<file path="src/rtl/alu_muldiv_seq.sv">
// rtl/alu_muldiv_seq.sv - Sequential ALU with single-cycle ops and radix-2 multiply/divide.
// Mul/div run one shift-add or restoring-subtract step per cycle on operand magnitudes.
module alu_muldiv_seq #(
    parameter int DATA_WIDTH = 32,
    parameter int CTRL_WIDTH = 4
) (
    input  logic                  clk,
    input  logic                  rst,
    input  logic                  in_valid,
    output logic                  in_ready,
    input  logic [CTRL_WIDTH-1:0] alu_ctrl,
    input  logic [DATA_WIDTH-1:0] op1,
    input  logic [DATA_WIDTH-1:0] op2,
    input  logic                  flush,
    output logic                  out_valid,
    input  logic                  out_ready,
    output logic [DATA_WIDTH-1:0] alu_out,
    output logic                  eq,
    output logic                  lt,
    output logic                  ltu
);

    localparam int SH_W  = $clog2(DATA_WIDTH);
    localparam int CNT_W = $clog2(DATA_WIDTH + 1);
    localparam logic [DATA_WIDTH-1:0] W_ONE    = 1;
    localparam logic [CNT_W-1:0]      CNT_ONE  = 1;
    localparam logic [CNT_W-1:0]      CNT_LAST = CNT_W'(DATA_WIDTH - 1);

    typedef enum logic [1:0] {S_IDLE, S_BUSY, S_DONE} state_t;

    state_t                r_state;
    logic                  r_in_ready;
    logic                  r_out_valid;
    logic [DATA_WIDTH-1:0] r_alu_out;
    logic                  r_eq;
    logic                  r_lt;
    logic                  r_ltu;
    logic [CNT_W-1:0]      r_cnt;
    logic [DATA_WIDTH-1:0] r_acc;
    logic [DATA_WIDTH-1:0] r_mq;
    logic [DATA_WIDTH-1:0] r_dvs;
    logic [DATA_WIDTH-1:0] r_op1;
    logic [2:0]            r_mode;
    logic                  r_neg_q;
    logic                  r_neg_r;
    logic                  r_dvz;

    logic [SH_W-1:0]       w_sh;
    logic                  w_eq;
    logic                  w_lt;
    logic                  w_ltu;
    logic                  w_multi;
    logic                  w_sdiv;
    logic [DATA_WIDTH-1:0] w_a_mag;
    logic [DATA_WIDTH-1:0] w_b_mag;
    logic [DATA_WIDTH-1:0] w_fast;
    logic [DATA_WIDTH:0]   w_mul_sum;
    logic [DATA_WIDTH:0]   w_rem_sh;
    logic [DATA_WIDTH:0]   w_rem_sub;
    logic                  w_ge;
    logic [DATA_WIDTH-1:0] w_acc_nx;
    logic [DATA_WIDTH-1:0] w_mq_nx;
    logic [DATA_WIDTH-1:0] w_fin;

    assign w_sh    = op2[SH_W-1:0];
    assign w_eq    = (op1 == op2);
    assign w_lt    = ($signed(op1) < $signed(op2));
    assign w_ltu   = (op1 < op2);
    assign w_multi = alu_ctrl[3] & (alu_ctrl[2] | alu_ctrl[1]);
    assign w_sdiv  = alu_ctrl[3] & alu_ctrl[2] & ~alu_ctrl[0];

    // Magnitudes only differ from the raw operands for signed DIV/REM.
    assign w_a_mag = (w_sdiv && op1[DATA_WIDTH-1]) ? (~op1 + W_ONE) : op1;
    assign w_b_mag = (w_sdiv && op2[DATA_WIDTH-1]) ? (~op2 + W_ONE) : op2;

    always_comb begin
        w_fast = '0;
        case (alu_ctrl)
            4'b0000: w_fast = op1 + op2;
            4'b0001: w_fast = op1 - op2;
            4'b0010: w_fast = op1 & op2;
            4'b0011: w_fast = op1 | op2;
            4'b0100: w_fast = op1 << w_sh;
            4'b0101: w_fast = {{(DATA_WIDTH-1){1'b0}}, w_lt};
            4'b0110: w_fast = op1 >> w_sh;
            4'b0111: w_fast = $signed(op1) >>> w_sh;
            4'b1000: w_fast = {{(DATA_WIDTH-1){1'b0}}, w_ltu};
            4'b1001: w_fast = op1 ^ op2;
            default: w_fast = '0;
        endcase
    end

    // {r_acc, r_mq} is the running product (mul) or partial remainder / quotient (div).
    assign w_mul_sum = {1'b0, r_acc} + (r_mq[0] ? {1'b0, r_dvs} : '0);
    assign w_rem_sh  = {r_acc, r_mq[DATA_WIDTH-1]};
    assign w_rem_sub = w_rem_sh - {1'b0, r_dvs};
    assign w_ge      = ~w_rem_sub[DATA_WIDTH];

    always_comb begin
        w_acc_nx = w_mul_sum[DATA_WIDTH:1];
        w_mq_nx  = {w_mul_sum[0], r_mq[DATA_WIDTH-1:1]};
        if (r_mode[2]) begin
            w_acc_nx = w_ge ? w_rem_sub[DATA_WIDTH-1:0] : w_rem_sh[DATA_WIDTH-1:0];
            w_mq_nx  = {r_mq[DATA_WIDTH-2:0], w_ge};
        end
    end

    always_comb begin
        w_fin = w_mq_nx;
        case (r_mode[2:1])
            2'b01: w_fin = r_mode[0] ? w_acc_nx : w_mq_nx;
            2'b10: begin
                if (r_dvz)        w_fin = '1;
                else if (r_neg_q) w_fin = ~w_mq_nx + W_ONE;
                else              w_fin = w_mq_nx;
            end
            2'b11: begin
                if (r_dvz)        w_fin = r_op1;
                else if (r_neg_r) w_fin = ~w_acc_nx + W_ONE;
                else              w_fin = w_acc_nx;
            end
            default: w_fin = w_mq_nx;
        endcase
    end

    always_ff @(posedge clk or posedge rst) begin
        if (rst) begin
            r_state     <= S_IDLE;
            r_in_ready  <= 1'b1;
            r_out_valid <= 1'b0;
            r_alu_out   <= '0;
            r_eq        <= 1'b0;
            r_lt        <= 1'b0;
            r_ltu       <= 1'b0;
            r_cnt       <= '0;
            r_acc       <= '0;
            r_mq        <= '0;
            r_dvs       <= '0;
            r_op1       <= '0;
            r_mode      <= '0;
            r_neg_q     <= 1'b0;
            r_neg_r     <= 1'b0;
            r_dvz       <= 1'b0;
        end else if (flush) begin
            r_state     <= S_IDLE;
            r_in_ready  <= 1'b1;
            r_out_valid <= 1'b0;
            r_cnt       <= '0;
        end else begin
            case (r_state)
                S_IDLE: begin
                    if (in_valid) begin
                        r_eq       <= w_eq;
                        r_lt       <= w_lt;
                        r_ltu      <= w_ltu;
                        r_op1      <= op1;
                        r_mode     <= alu_ctrl[2:0];
                        r_acc      <= '0;
                        r_mq       <= w_a_mag;
                        r_dvs      <= w_b_mag;
                        r_cnt      <= '0;
                        r_neg_q    <= w_sdiv & (op1[DATA_WIDTH-1] ^ op2[DATA_WIDTH-1]);
                        r_neg_r    <= w_sdiv & op1[DATA_WIDTH-1];
                        r_dvz      <= (op2 == '0);
                        r_in_ready <= 1'b0;
                        if (w_multi) begin
                            r_state <= S_BUSY;
                        end else begin
                            r_state     <= S_DONE;
                            r_out_valid <= 1'b1;
                            r_alu_out   <= w_fast;
                        end
                    end
                end
                S_BUSY: begin
                    r_acc <= w_acc_nx;
                    r_mq  <= w_mq_nx;
                    r_cnt <= r_cnt + CNT_ONE;
                    // The last step's result is folded straight into alu_out.
                    if (r_cnt == CNT_LAST) begin
                        r_state     <= S_DONE;
                        r_out_valid <= 1'b1;
                        r_alu_out   <= w_fin;
                    end
                end
                S_DONE: begin
                    if (out_ready) begin
                        r_state     <= S_IDLE;
                        r_out_valid <= 1'b0;
                        r_in_ready  <= 1'b1;
                    end
                end
                default: begin
                    r_state     <= S_IDLE;
                    r_out_valid <= 1'b0;
                    r_in_ready  <= 1'b1;
                end
            endcase
        end
    end

    assign in_ready  = r_in_ready;
    assign out_valid = r_out_valid;
    assign alu_out   = r_alu_out;
    assign eq        = r_eq;
    assign lt        = r_lt;
    assign ltu       = r_ltu;

endmodule

</file>
<file path="config.mk">
export PLATFORM = sky130hd
export DESIGN_NAME = alu_muldiv_seq
export DESIGN_NICKNAME = d
export VERILOG_FILES = /design/src/rtl/alu_muldiv_seq.sv
export SDC_FILE = /design/constraint.sdc
export NUM_CORES = 1
export LEC_CHECK = 0
export CAP_MARGIN = 10
export CORE_ASPECT_RATIO = 0.8
export CORE_MARGIN = 3
export CORE_UTILIZATION = 50
export DETAILED_ROUTE_END_ITERATION = 16
export PLACE_DENSITY = 0.7
export SLEW_MARGIN = 20
export SYNTH_ARGS = -nofsm -noshare
export SYNTH_HDL_FRONTEND = slang
export SYNTH_SLANG_ARGS = --single-unit
</file>
<file path="constraint.sdc">
create_clock -name clk -period 6.2 [get_ports clk]
set_input_delay 0.93 -clock clk [delete_from_list [all_inputs] [get_ports clk]]
set_output_delay 0.93 -clock clk [all_outputs]
set_load 0.02 [all_outputs]
</file>
# After elaboration in Yosys (flattened, before gate mapping)

Cells that the tools add are included.

Bits in registers: 179
Input bits: 73
Output and inout port bits: 37
Word-level logic and storage cells: 125

Add/subtract/negate cells: 9
Magnitude comparators: 2
Equal/unequal tests: 24
Shift operators: 3
Mux-type cells: 40
Bitwise logic cells: 17
Reduce and logical (&&, ||, !) cells: 14

Operator list:

| operator                                                               | number |
|---|---|
| 32-bit two-way mux                                                     | 16 |
| 32-bit one-hot mux with 10 select lines                                | 1 |
| 32-bit one-hot mux with 2 select lines                                 | 3 |
| 32-bit by 1-bit adder with 32-bit output (second input constant)       | 4 |
| 32-bit NOT                                                             | 4 |
| 32-bit one-hot mux with 3 select lines                                 | 1 |
| 32-bit less-than comparator                                            | 2 |
| 32-bit by 32-bit adder with 33-bit output                              | 1 |
| 33-bit by 32-bit subtractor with 33-bit output                         | 1 |
| 32-bit adder                                                           | 1 |
| 32-bit bitwise AND                                                     | 1 |
| 32-bit equality test                                                   | 1 |
| 32-bit zero test                                                       | 1 |
| 32-bit OR                                                              | 1 |
| 32-bit by 5-bit left shift with 32-bit output                          | 1 |
| 32-bit by 5-bit right shift with 32-bit output                         | 1 |
| 32-bit by 5-bit >>> shifter with 32-bit output                         | 1 |
| 32-bit subtractor                                                      | 1 |
| 32-bit bitwise XOR                                                     | 1 |
| 4-bit by 3-bit equality test with 1-bit output (second input constant) | 4 |
| 6-bit two-way mux                                                      | 2 |
| 3-bit inequality test (second input constant)                          | 4 |
| 6-bit one-hot mux with 2 select lines                                  | 1 |
| 3-bit AND reduction                                                    | 4 |
| 24 further kinds                                                       | 51 |

# Logic depth before layout (Yosys ltp)

Depth after elaboration: 10
Gate-level depth with buffers: 24
Gate-level depth less buffers: 24

# Worst setup path before layout

Ideal clock, no wire load.

Path type: in2reg
From: input port op2[2]
To: register r_alu_out[28] (netlist: alu_out[28])
Library setup time: 77 ps
Arrival time: 5,276 ps
Required time: 6,123 ps
Slack: 847 ps
Stages: 19
Path buffers: 4
Cells stage by stage: inv_1 > buf_1 > clkbuf_1 > buf_1 > ha_1 > clkbuf_1 > a21oi_1 > o21ai_0 > a2111oi_0 > o41ai_1 > a41o_1 > a31oi_1 > nor2b_1 > o21ai_0 > a211o_1 > mux2i_1 > o311ai_0 > nor3_1 > a21oi_1

Cells in the longest elaborated chain, start to end: 5
Elaborated cells on any way between the ends: 9

Ends and longest elaborated chain:

| item                                        | RTL line | source |
|---|---|---|
| from (decl)                                 | 13       | `input logic [DATA_WIDTH-1:0] op2,` |
| 32-bit subtractor (tied with other cells)   | 80       | `4'b0001: w_fast = op1 - op2;` |
| 32-bit one-hot mux with 10 select lines (*) | 78       | `case (alu_ctrl)` |
| 32-bit two-way mux (*)                      | 166      | `if (w_multi) begin` |
| 32-bit two-way mux (*)                      | 152      | `if (in_valid) begin` |
| 32-bit one-hot mux with 2 select lines (*)  | 150      | `case (r_state)` |
| to (signal assigned)                        | 171      | `r_alu_out <= w_fast;` |
| to (signal assigned)                        | 183      | `r_alu_out <= w_fin;` |
| to (decl)                                   | 34       | `logic [DATA_WIDTH-1:0] r_alu_out;` |

Every way passes the cells marked *; elsewhere a longest branch is shown, timed or not. The select of a mux whose other input is x is not followed.
A chain may end at the register's enable or synchronous reset.

# Worst setup path in the final report

From: register r_acc[12]
To: register r_alu_out[18] (netlist: alu_out[18])

Cells in the longest elaborated chain, start to end: 10
Elaborated cells on any way between the ends: 18

Ends and longest elaborated chain:

| item                                                               | RTL line | source |
|---|---|---|
| from (decl)                                                        | 39       | `logic [DATA_WIDTH-1:0] r_acc;` |
| from (signal assigned)                                             | 176      | `r_acc <= w_acc_nx;` |
| 33-bit by 32-bit subtractor with 33-bit output                     | 96       | `assign w_rem_sub = w_rem_sh - {1'b0, r_dvs};` |
| 32-bit two-way mux / 1-bit NOT (equally long branches)             | 103, 97  |  |
| 32-bit two-way mux                                                 | 102      | `if (r_mode[2]) begin` |
| 32-bit NOT, on equally long branches                               | 119, 114 |  |
| 32-bit by 1-bit adder with 32-bit output, on equally long branches | 119, 114 |  |
| 32-bit two-way mux, on equally long branches                       | 119, 114 |  |
| 32-bit two-way mux, on equally long branches                       | 118, 113 |  |
| 32-bit one-hot mux with 3 select lines (*)                         | 110      | `case (r_mode[2:1])` |
| 32-bit two-way mux (*)                                             | 180      | `if (r_cnt == CNT_LAST) begin` |
| 32-bit one-hot mux with 2 select lines (*)                         | 150      |  |

Marks and branches as above.

==> impl_results.md <==
- Outcome: finished, final reports clean
- First DRT Iteration DRCs: 5002
- Fin Hold WS: 487.5 ps
- Tightest Pin Transition: 1274 ps
- H-tree levels: 4
- Crit path max fanout: 10
- Highest clock rate: 0.1671 GHz
- Clock power frac: 16.5%
- Boundary pin count: 110
- Chip height: 204.5 µm
- DRC: 0
- Placed inst area: 0.02660 mm²
- Synth async-reset ratio: 100.0%
- Crit path time final: 5985 ps
- HP Class: flip-flop to flip-flop
- Die X-Extent: 254.1 µm
- Cell taking the most area after synthesis: dfrtp_1
- Post-synth EDFFs: 0
- Clock transition at the registers of the reported paths: 80 ps
- Seq cells post-synth: 179
- Crit path buffers/inverters: 0
- FP Rows: 72
- Sw frac: 50.88%
- Yosys warnings: 0
- Top-count cell post-synth: o21ai_0
- CP Launch Type: flip-flop
- Top cell type's share of synthesized area: 18.09%
- Post-Syn Nets: 3693
- Commonest cells post-synth: 401 x o21ai_0, 380 x nand2_1, 328 x nor2_1
- Register share of total power: 25.1%
- Vias in the first global route: 27060
- Slew Limit Fails: 0
- Clock latency on the worst-skew pair: 470 ps
- Hold Vio Cnt, Final: 0
- Dominant cells by area after synthesis: dfrtp_1 18%, ha_1 8.4%, o21ai_0 8.2%
- Final antenna-violating net count: 0
- Wire length per cell: 29.33 µm
- Post-synthesis instance area: 0.02462 mm²
- Net Sw Power: 0.003558 W
- Clock root cell: clkbuf_16
- Dpl hpwl: 93.43 mm
- Pint: 0.003434 W
- Total CTS buffers: 17
- DRT Pass-1 Iters: 9
- Max Buffers Root-to-Sink: 2
- Cts hold-fix bufs: 0
- GRT Util Overall: 45.14%
- Crit path max-delay family: compound AO/OA/AOI/OAI gates
- Vias post-DR: 29670
- CP required: 6580 ps
- Fin nets: 3713
- Share of post-route cells with drive strength above 1: 8.297%
- Total of max-cap violations: 0
- Antenna violations before repair: 7
- Fillers: 4575
- Total power per unit cell area: 257.1 mW/mm²
- LEAKAGE: 11.37 nW
- Post-synthesis cell count: 3451
- CP peak stage delay: 620 ps
- Critical Path AT: 6370 ps
- First-pass GRT wire length: 176.2 mm
- Largest net degree at the start of global routing: 79
- Final instance area: 0.02719 mm²
- Final Skew: 20.03 ps
- Ys flop type: dfrtp_1
- Global route overflow: 0
- RSZ-0062 raised after global routing: no
- Max transition margin: 14.14%
- Post-CTS setup buffers: 0
- WL final: 120.6 mm
- Setup TNS: 0 ps
- Post-Synthesis Mean Instance Area: 7.133 µm²
- Gp weighted congestion: 1.124
- CP max stage cell: nor3_1
- DIE AREA: 0.05195 mm²
- Final worst-path cycle share: 96.53%
- Peak VDD IR: 0.2324 mV
- TritonCTS clock tree: built
- Worst Setup End Kind: flip-flop
- I/O Buffers: 109
- Unique masters post-synth: 98
- Register area share after synthesis: 18.20%
- Critical path's most frequent cell: o21ai_0
- Initial Util: 50.79%
- P&R area growth vs syn: 10.47%
- Via-to-Cell Ratio: 7.214
- Crit-path cells: ha_1 > o21ai_0 > a211oi_1 > nand3_1 > a21oi_2 > o21a_1 > nor3_2 > a21oi_1 > ha_1 > o21ai_0 > or3_1 > nor3_1 > a21boi_0 > xor2_1 > o21ai_0 > a22o_1 > a21boi_0 > nor2_1 > a21oi_1 > a221oi_1 > nor3_1
- Core ar.: 0.04847 mm²
- Part of the power in combinational logic: 58.4%
- Critical path class: flip-flop to flip-flop
- Setup-failing EPs final: 0
- Sink Count: 179
## power groups by stage
| stage | logic, W | clock network, W | registers, W |
|---|---|---|---|
| 2_1_floorplan | 0.00252 | 0 | 0.00168 |
| 6_report | 0.00408 | 0.00115 | 0.00176 |
| 3_3_place_gp | 0.00382 | 0 | 0.00174 |
| 5_1_grt | 0.00433 | 0.00119 | 0.00177 |
| 4_1_cts | 0.00389 | 0.00114 | 0.00173 |
| 3_5_place_dp | 0.00387 | 0 | 0.00174 |
## cell type report
| class | instances | area, µm² | area share (%) |
|---|---|---|---|
| timing repair buffer | 246 | 2097 | 7.712 |
| inverter | 149 | 566.8 | 2.084 |
| antenna | 1 | 2.502 | 0.009203 |
| clock buffer | 17 | 425.4 | 1.564 |
| clock inverter | 14 | 155.1 | 0.5706 |
| multi-input combinational | 2878 | 18670 | 68.67 |
| sequential | 179 | 4484 | 16.49 |
| tap | 629 | 787.0 | 2.894 |
## tightest hold or removal path, stage by stage (launching register included)
cell     delay (ps)
dfrtp_1         340
nand2_1          50
o21ai_0          60
## per-stage QoR
step           instances  worst slack (ps)  total power (W)  utilization [%]
6_report            4113             215.0         0.006992            56.11
5_1_grt             4112             82.70         0.007291            56.10
4_1_cts             4112             460.4         0.006759            56.08
3_5_place_dp        4081             489.0         0.005612            54.89
3_3_place_gp        4081             543.1         0.005557            54.87
2_1_floorplan       3451             413.0         0.004200                -
## routing by layer
metal | wire length, µm | vias up | track usage, %
li1 | - | 12700 | -
met1 | 48790 | 14120 | 63.22
met2 | 46790 | 2445 | 61.36
met3 | 18540 | 408 | 16.84
met4 | 6483 | 8 | 19.36
met5 | 43 | - | 0
## kinds of logic after synthesis
family	count (synthesis)	synth area share, %
simple gates	1135	21.24
buf+inv	394	6.160
compound gates	1268	32.87
flops	179	18.20
xor+xnor	160	5.693
mux	146	7.121
fa+ha+maj	169	8.712
## sequential cells by signal (all words and copies together), names as in the netlist
signal and flops:
r_mode 3, out_valid 1, r_acc 32, r_mq 32, r_state 2, ltu 1
r_cnt 6, r_dvs 32, lt 1, eq 1, alu_out 32, r_neg_r 1
r_op1 32, in_ready 1, r_neg_q 1, r_dvz 1
## cells in the final DEF, fill, tap and decap left out, types with 60 or more instances in the layout
master,netlist,routed
clkdlybuf4s50_1,0,104
a21oi_1,314,314
o211ai_1,60,60
nand2_1,380,379
dfrtp_1,178,177
xnor2_1,111,111
nand3_1,63,63
mux2i_1,96,96
nor2_1,328,328
buf_4,3,138
o21ai_0,401,400
ha_1,165,165
inv_1,145,143
nor3_1,104,101
## final timing paths
check	slack, ps	depth (start not counted)	from	endpoint
min in group asynchronous	920	2	rst	r_dvs[9]
max in group asynchronous	4020	3	rst	r_mode[2]
worst max register to register	220	21	r_acc[12]	alu_out[18]
worst min register to register	490	2	r_op1[12]	r_op1[12]
worst min-delay path	490	2	r_op1[12]	r_op1[12]
worst max-delay path	220	21	r_acc[12]	alu_out[18]
## what timing repair did
action | in CTS | in global routing
setup endpoints to repair | 0 | 1
hold endpoints to repair | 0 | 0
gates resized for setup | 0 | 2
Power figures use the tool's default switching activity.
